## config.mk

```make
export PLATFORM = sky130hd
export DESIGN_NAME = ita14_rx
export DESIGN_NICKNAME = d
export VERILOG_FILES = /design/src/rtl/ita14_rx.sv
export SDC_FILE = /design/constraint.sdc
export NUM_CORES = 1
export LEC_CHECK = 0
export CORE_AREA = 2 2 129 131
export CTS_BUF_LIST = sky130_fd_sc_hd__clkbuf_4
export DETAILED_ROUTE_END_ITERATION = 12
export DIE_AREA = 0 0 131 133
export GPL_TIMING_DRIVEN = 0
export SLEW_MARGIN = 20
export SYNTH_ARGS = -nofsm -noshare
export SYNTH_HDL_FRONTEND = slang
export SYNTH_SLANG_ARGS = --single-unit
```

## constraint.sdc

```tcl
create_clock -name clk -period 9.2 [get_ports clk]
set_input_delay 1.84 -clock clk [delete_from_list [all_inputs] [get_ports clk]]
set_output_delay 1.84 -clock clk [all_outputs]
set_load 0.01 [all_outputs]
```

## src/rtl/ita14_rx.sv

```systemverilog
// 14-segment display scanner receiver: captures 12-digit frames into a committed buffer.
// Optional ITA14_RX_MATCH_EN adds a 'match' output flagging the "   NADA     " frame.
module ita14_rx (
  input  logic        clk,
  input  logic        rst,
  input  logic [11:0] sel,
  input  logic [13:0] segm,
  input  logic [3:0]  rd_idx,
  output logic [5:0]  rd_char,
  output logic        frame_done,
  output logic        frame_err,
  output logic        char_err,
`ifdef ITA14_RX_MATCH_EN
  output logic        match,
`endif
  output logic        locked
);

  typedef enum logic {HUNT, RECV} state_t;

  state_t      state;
  logic [3:0]  exp;
  logic [11:0] s_sel;
  logic [13:0] s_segm;
  logic [5:0]  shadow    [11];
  logic [5:0]  committed [12];

  logic [5:0]  code;
  logic        bad;
  logic [3:0]  sel_idx;
  logic        sel_one;

  always_comb begin
    code = 6'h3F;
    bad  = 1'b1;
    case (s_segm)
      14'b00000000000000: begin code = 6'h00; bad = 1'b0; end
      14'b11101111000000: begin code = 6'h01; bad = 1'b0; end
      14'b11110000010010: begin code = 6'h04; bad = 1'b0; end
      14'b01101100100100: begin code = 6'h0E; bad = 1'b0; end
      default:            begin code = 6'h3F; bad = 1'b1; end
    endcase
  end

  always_comb begin
    sel_idx = 4'd0;
    for (int i = 0; i < 12; i++)
      if (s_sel[i]) sel_idx = 4'(i);
  end

  assign sel_one = $onehot(s_sel);
  assign rd_char = (rd_idx < 4'd12) ? committed[rd_idx] : 6'h00;

`ifdef ITA14_RX_MATCH_EN
  localparam logic [5:0] NADA [12] = '{6'h00, 6'h00, 6'h00, 6'h0E, 6'h01, 6'h04,
                                       6'h01, 6'h00, 6'h00, 6'h00, 6'h00, 6'h00};
  logic match_next;

  // Evaluated against the frame being committed, not the old buffer.
  always_comb begin
    match_next = (code == NADA[11]);
    for (int i = 0; i < 11; i++)
      if (shadow[i] != NADA[i]) match_next = 1'b0;
  end
`endif

  always_ff @(posedge clk or posedge rst) begin
    if (rst) begin
      state      <= HUNT;
      exp        <= 4'd0;
      s_sel      <= 12'h000;
      s_segm     <= 14'h0000;
      frame_done <= 1'b0;
      frame_err  <= 1'b0;
      char_err   <= 1'b0;
      locked     <= 1'b0;
`ifdef ITA14_RX_MATCH_EN
      match      <= 1'b0;
`endif
      for (int i = 0; i < 11; i++) shadow[i] <= 6'h00;
      for (int i = 0; i < 12; i++) committed[i] <= 6'h00;
    end else begin
      s_sel      <= sel;
      s_segm     <= segm;
      frame_done <= 1'b0;
      frame_err  <= 1'b0;
      char_err   <= 1'b0;
      case (state)
        HUNT: begin
          if (s_sel == 12'h001) begin
            shadow[0] <= code;
            char_err  <= bad;
            exp       <= 4'd1;
            state     <= RECV;
          end
        end
        RECV: begin
          if (s_sel == 12'h000 || (sel_one && sel_idx == exp - 4'd1)) begin
            state <= RECV;
          end else if (sel_one && sel_idx == exp) begin
            char_err <= bad;
            if (exp == 4'd11) begin
              for (int i = 0; i < 11; i++) committed[i] <= shadow[i];
              committed[11] <= code;
              frame_done    <= 1'b1;
              locked        <= 1'b1;
`ifdef ITA14_RX_MATCH_EN
              match         <= match_next;
`endif
              exp           <= 4'd0;
              state         <= HUNT;
            end else begin
              shadow[exp] <= code;
              exp         <= exp + 4'd1;
            end
          end else begin
            frame_err <= 1'b1;
            locked    <= 1'b0;
            // A digit-0 select that breaks the sequence also starts the next frame.
            if (s_sel == 12'h001) begin
              shadow[0] <= code;
              char_err  <= bad;
              exp       <= 4'd1;
              state     <= RECV;
            end else begin
              exp   <= 4'd0;
              state <= HUNT;
            end
          end
        end
        default: begin
          exp   <= 4'd0;
          state <= HUNT;
        end
      endcase
    end
  end

endmodule
```

After elaboration in Yosys (flattened, before gate mapping)
Cells that the tools add are included.
- word-level logic and storage cells: 127
- bits of input ports: 32
- output and inout port bits: 10
- flip-flop bits (word level): 173
- $add $sub $neg: 13
- multiplexer cells: 50
- $lt $le $gt $ge: 4
- reductions and logical operators: 12
- bitwise logic cells: 5
- equality and inequality tests: 12
- operators with widths (cell ; count):
    two-way mux 66 bit ; 2
    bitwise mux 66 bit ; 1
    two-way mux 60 bit ; 1
    two-way mux 4 bit ; 14
    two-way mux 6 bit ; 6
    equality test 14 bit (second input constant) ; 2
    binary-select mux 6 bit (select 4 bit) ; 1
    demux 6 bit (select 4 bit) ; 1
    case mux 6 bit (4 select lines) ; 1
    two-way mux 1 bit ; 19
    equality test 14 x 13 -> 1 bit (second input constant) ; 1
    logical NOT 14 bit ; 1
    adder 1 x 1 -> 2 bit ; 6
    equality test 12 x 1 -> 1 bit (second input constant) ; 1
    logical NOT 12 bit ; 1
    case mux 6 bit (2 select lines) ; 1
    >= comparator 5 bit (second input constant) ; 2
    inverter 4 -> 5 bit ; 2
    adder 2 x 2 -> 3 bit ; 3
    equality test 4 bit ; 2
    case mux 4 bit (2 select lines) ; 1
    AND reduction 4 bit ; 2
    < comparator 5 x 1 -> 1 bit (second input constant) ; 1
    adder 3 x 3 -> 4 bit ; 1
    other kinds (16) ; 23

Logic depth before layout (Yosys ltp)
- word-level depth: 16
- depth in mapped cells: 18
- depth with buffers taken out: 16

Worst setup path after synthesis
OpenSTA, ideal clock, no wires.
- kind: input port to output port
- start: in rd_idx[0]
- end: out rd_char[0]
- path buffers: 2
- arrival: 3.356 ns
- stages on the path: 5
- slack: 4.004 ns
- required time: 7.360 ns
- cell sequence: clkbuf_1 > buf_1 > mux4_2 > mux2i_1 > o21ai_0
- longest elaborated chain between the ends: 5
- elaborated cells on any way between the ends: 6
- classes of those cells: 1 x order compare; 4 x mux; 1 x bitwise
- RTL lines (item ; line ; text):
    start: declaration ; 8 ; input logic [3:0] rd_idx,
    inverter 4 -> 5 bit (not written as such) ; 52 ; assign rd_char = (rd_idx < 4'd12) ? committed[rd_idx] : 6'h00;
    binary-select mux 6 bit (select 4 bit) ; 52 ;
    two-way mux 6 bit (not written as such) (2 in series) ; 52 ;
    two-way mux 6 bit * ; 52 ;
    end: declaration ; 9 ; output logic [5:0] rd_char,
Mark *: on every way between the ends. The rest lies on a longest branch, timed or not. The select of a mux whose other input is x is not followed.

Worst setup path in the final report
- start: in rd_idx[0]
- end: out rd_char[2]
Same word-level chain as after synthesis.

==> results.yml <==
logic_synthesis:
  synth.top_cell.area_share_pct: 54.7
  synth_cell_types: 52
  synth_fa_ha_area_share_pct: 4.63
  synth-xor-area-share_pct: 0.438
  synthMuxAreaShare_pct: 22.3
  synthFlopType: "dfrtp_1"
  yosys.area.top_type: "dfrtp_1"
  async_flop_share_pct: 100
  synth_common_cells: "dfrtp_1, mux2_2, mux2_1"
  netlist_top_cells_area: "dfrtp_1, mux2_2, mux2_1"
  seq_area_frac_synth_pct: 54.7
  yosys_warnings: 0
  synth-compound-area-share_pct: 6.24
  ys_seq_elements: 131
  yosys.cell_count.top_type: "dfrtp_1"
  syn-mean-instance-area_um2: 13.5
  syn_area_um2: 5990
  synth-simple-area-share_pct: 8.37
  synthCells: 445
  synth_top_family_by_area: "multiplexers"
  synth_nets: 495
  synth_edf_count: 0
clocking:
  clockRootBuffer: "clkbuf_4"
  clock_latency_ps: 540
  cts_buffers: 17
  cts-htree-levels: 4
  clkTransAtPathRegs_ps: 110
  cts.hold.buffers_added: 0
  cts_resized: 0
  cts_tree: "built"
  clkSinkCount: 131
  cts_buffer_depth: 2
  post_cts.repair.setup_buffers: 0
global_routing:
  grt-ovfl-total: 0
  antenna_found_initial: 1
  track_usage_pct: 15.0
  grt_max_degree: 98
  grt_pass1_wl_um: 19900
  grt_pass1_vias: 3898
routing:
  drt_first_pass_iters: 4
  ant_nets: 0
  vias_per_cell: 4.99
  drc: 0
  wl_um: 11900
  drt_iter0_drc: 208
  wl_per_cell_um: 16.1
  vias: 3677
setup_path:
  worstPathArrival_ps: 4180
  cp_max_fo: 10
  endpoint_kind: "primary output"
  critPathMaxStageDelay_ps: 640
  reg2reg_depth: 16
  path_cells: "clkbuf_1, buf_1, mux4_2, mux2i_1, o21ai_0, clkdlybuf4s50_1"
  cpMaxStageDelayCell: "buf_1"
  required_ps: 7360
  cp-start-kind: "primary input"
  critical_path_class: "primary input to primary output"
floorplan:
  coreArea_um2: 16200
  die_y_um: 133
  pin_count: 42
  die_area_um2: 17400
  rows: 47
  fp.dieW_um: 131
  initial_utilization_pct: 37.1
power:
  vdd_ir_drop_max_mv: 0.0987
  leakagePower_nw: 3.27
  power.density_nw_per_um2: 157
run_status:
  status: "finished, final reports clean"
sta:
  slew_headroom_pct: 48.5
  worst_pin_slew_ps: 773
  hold_viol: 0
  rsz0062_at_grt: "false"
  fmax_mhz: 166
  setup_tns_ps: 0
  whs_ps: 489
  skew_ps: 21.8
  fin_crit_sh_pct: 65.5
  period_needed_ps: 6020
  setup_viol: 0
  maxSlewViolCount: 0
final_layout:
  nFillCells: 1500
  fin_util_pct: 43.2
  area_delta_synth_final_pct: 16.6
  fin_cells: 737
  postLayoutCellArea_um2: 6990
  layout-drive-gt1-share_pct: 22.5
  nNetsFinal: 553
placement:
  io_buffers: 38
  post-dp-hpwl_um: 8730
  dpl.cell_count: 704
  placed_cell_area_um2: 6680
  place_congestion: 0.817
run:
  maxCapViolations: 0
worst_hold_path:
  min_path_cells: 1
  worstHoldPathType: "flip-flop to flip-flop"
[report_power, final]
group	switching, mW	internal (mW)
logic	0.0525	0.0421
registers	0.00670	0.582
clock network	0.202	0.213
[metal layers]
layer  wire length (µm)  track usage (%)
met3                382             3.07
met1               5520             19.8
met5                  0                0
met2               5730             24.0
met4                230             6.50
[layout by cell type, fill, tap and decap left out, types with 10 or more instances in the layout]
| cell | Yosys | layout |
|---|---|---|
| nand4_1 | 11 | 11 |
| mux4_2 | 10 | 10 |
| dfrtp_1 | 131 | 131 |
| inv_1 | 28 | 27 |
| mux2_1 | 31 | 31 |
| mux2_2 | 56 | 56 |
| clkbuf_1 | 10 | 10 |
| a21oi_1 | 11 | 11 |
| o21ai_0 | 15 | 15 |
| nand2_1 | 16 | 16 |
| clkdlybuf4s50_1 | 0 | 38 |
| nor2_1 | 12 | 12 |
| ha_1 | 11 | 11 |
| clkbuf_4 | 0 | 18 |
[area by class of cell]
class / instances / area [µm²] / area share (%)
inverters: 28 / 113 / 1.61
plain buffers: 18 / 95.1 / 1.36
flip-flops and latches: 131 / 3280 / 46.9
clock buffers: 18 / 135 / 1.93
repair buffers: 39 / 408 / 5.84
clock inverters: 14 / 168 / 2.40
diodes: 1 / 2.50 / 0.0358
multi-input cells: 268 / 2510 / 36.0
well taps: 220 / 275 / 3.94
[final timing paths]
kind                              start       endpoint  slack, ps
max                           rd_idx[0]     rd_char[2]       3180
min                        committed[6]   committed[6]        490
max reg2reg                    s_sel[5]   committed[3]       3790
min reg2reg                committed[6]   committed[6]        490
max in group asynchronous           rst  committed[69]       6790
min in group asynchronous           rst  committed[36]       1650
[logic make-up (layout without fill, tap and decap cells)]
logic type               after synthesis  after routing
XOR/XNOR                               3              3
AND/OR/NAND/NOR                       87             87
buffers and inverters                 46            117
flip-flops                           131            131
AO/OA/AOI/OAI                         53             53
adder cells (fa/ha/maj)               18             18
multiplexers                         107            107
other                                  0              1
[state kept, by name, indices dropped and copies added, names as in the netlist]
name and cells:
committed 50, shadow 46, s_segm 14, s_sel 12, exp 4, char_err 1, frame_done 1, frame_err 1
locked 1, state 1
[through the flow]
stage	setup WS (ps)	total power, mW
after floorplan	3860	0.662
after global placement	2190	0.689
after detailed placement	3110	0.697
after CTS	3110	1.12
after global routing	2950	1.15
final	3180	1.10
[critical path: cells and delay by family]
kind	cells	cell delay [ps]
muxes	2	800
AOI/OAI and AO/OA	1	110
buffers and inverters	3	1430
Power figures use the tool's default switching activity.
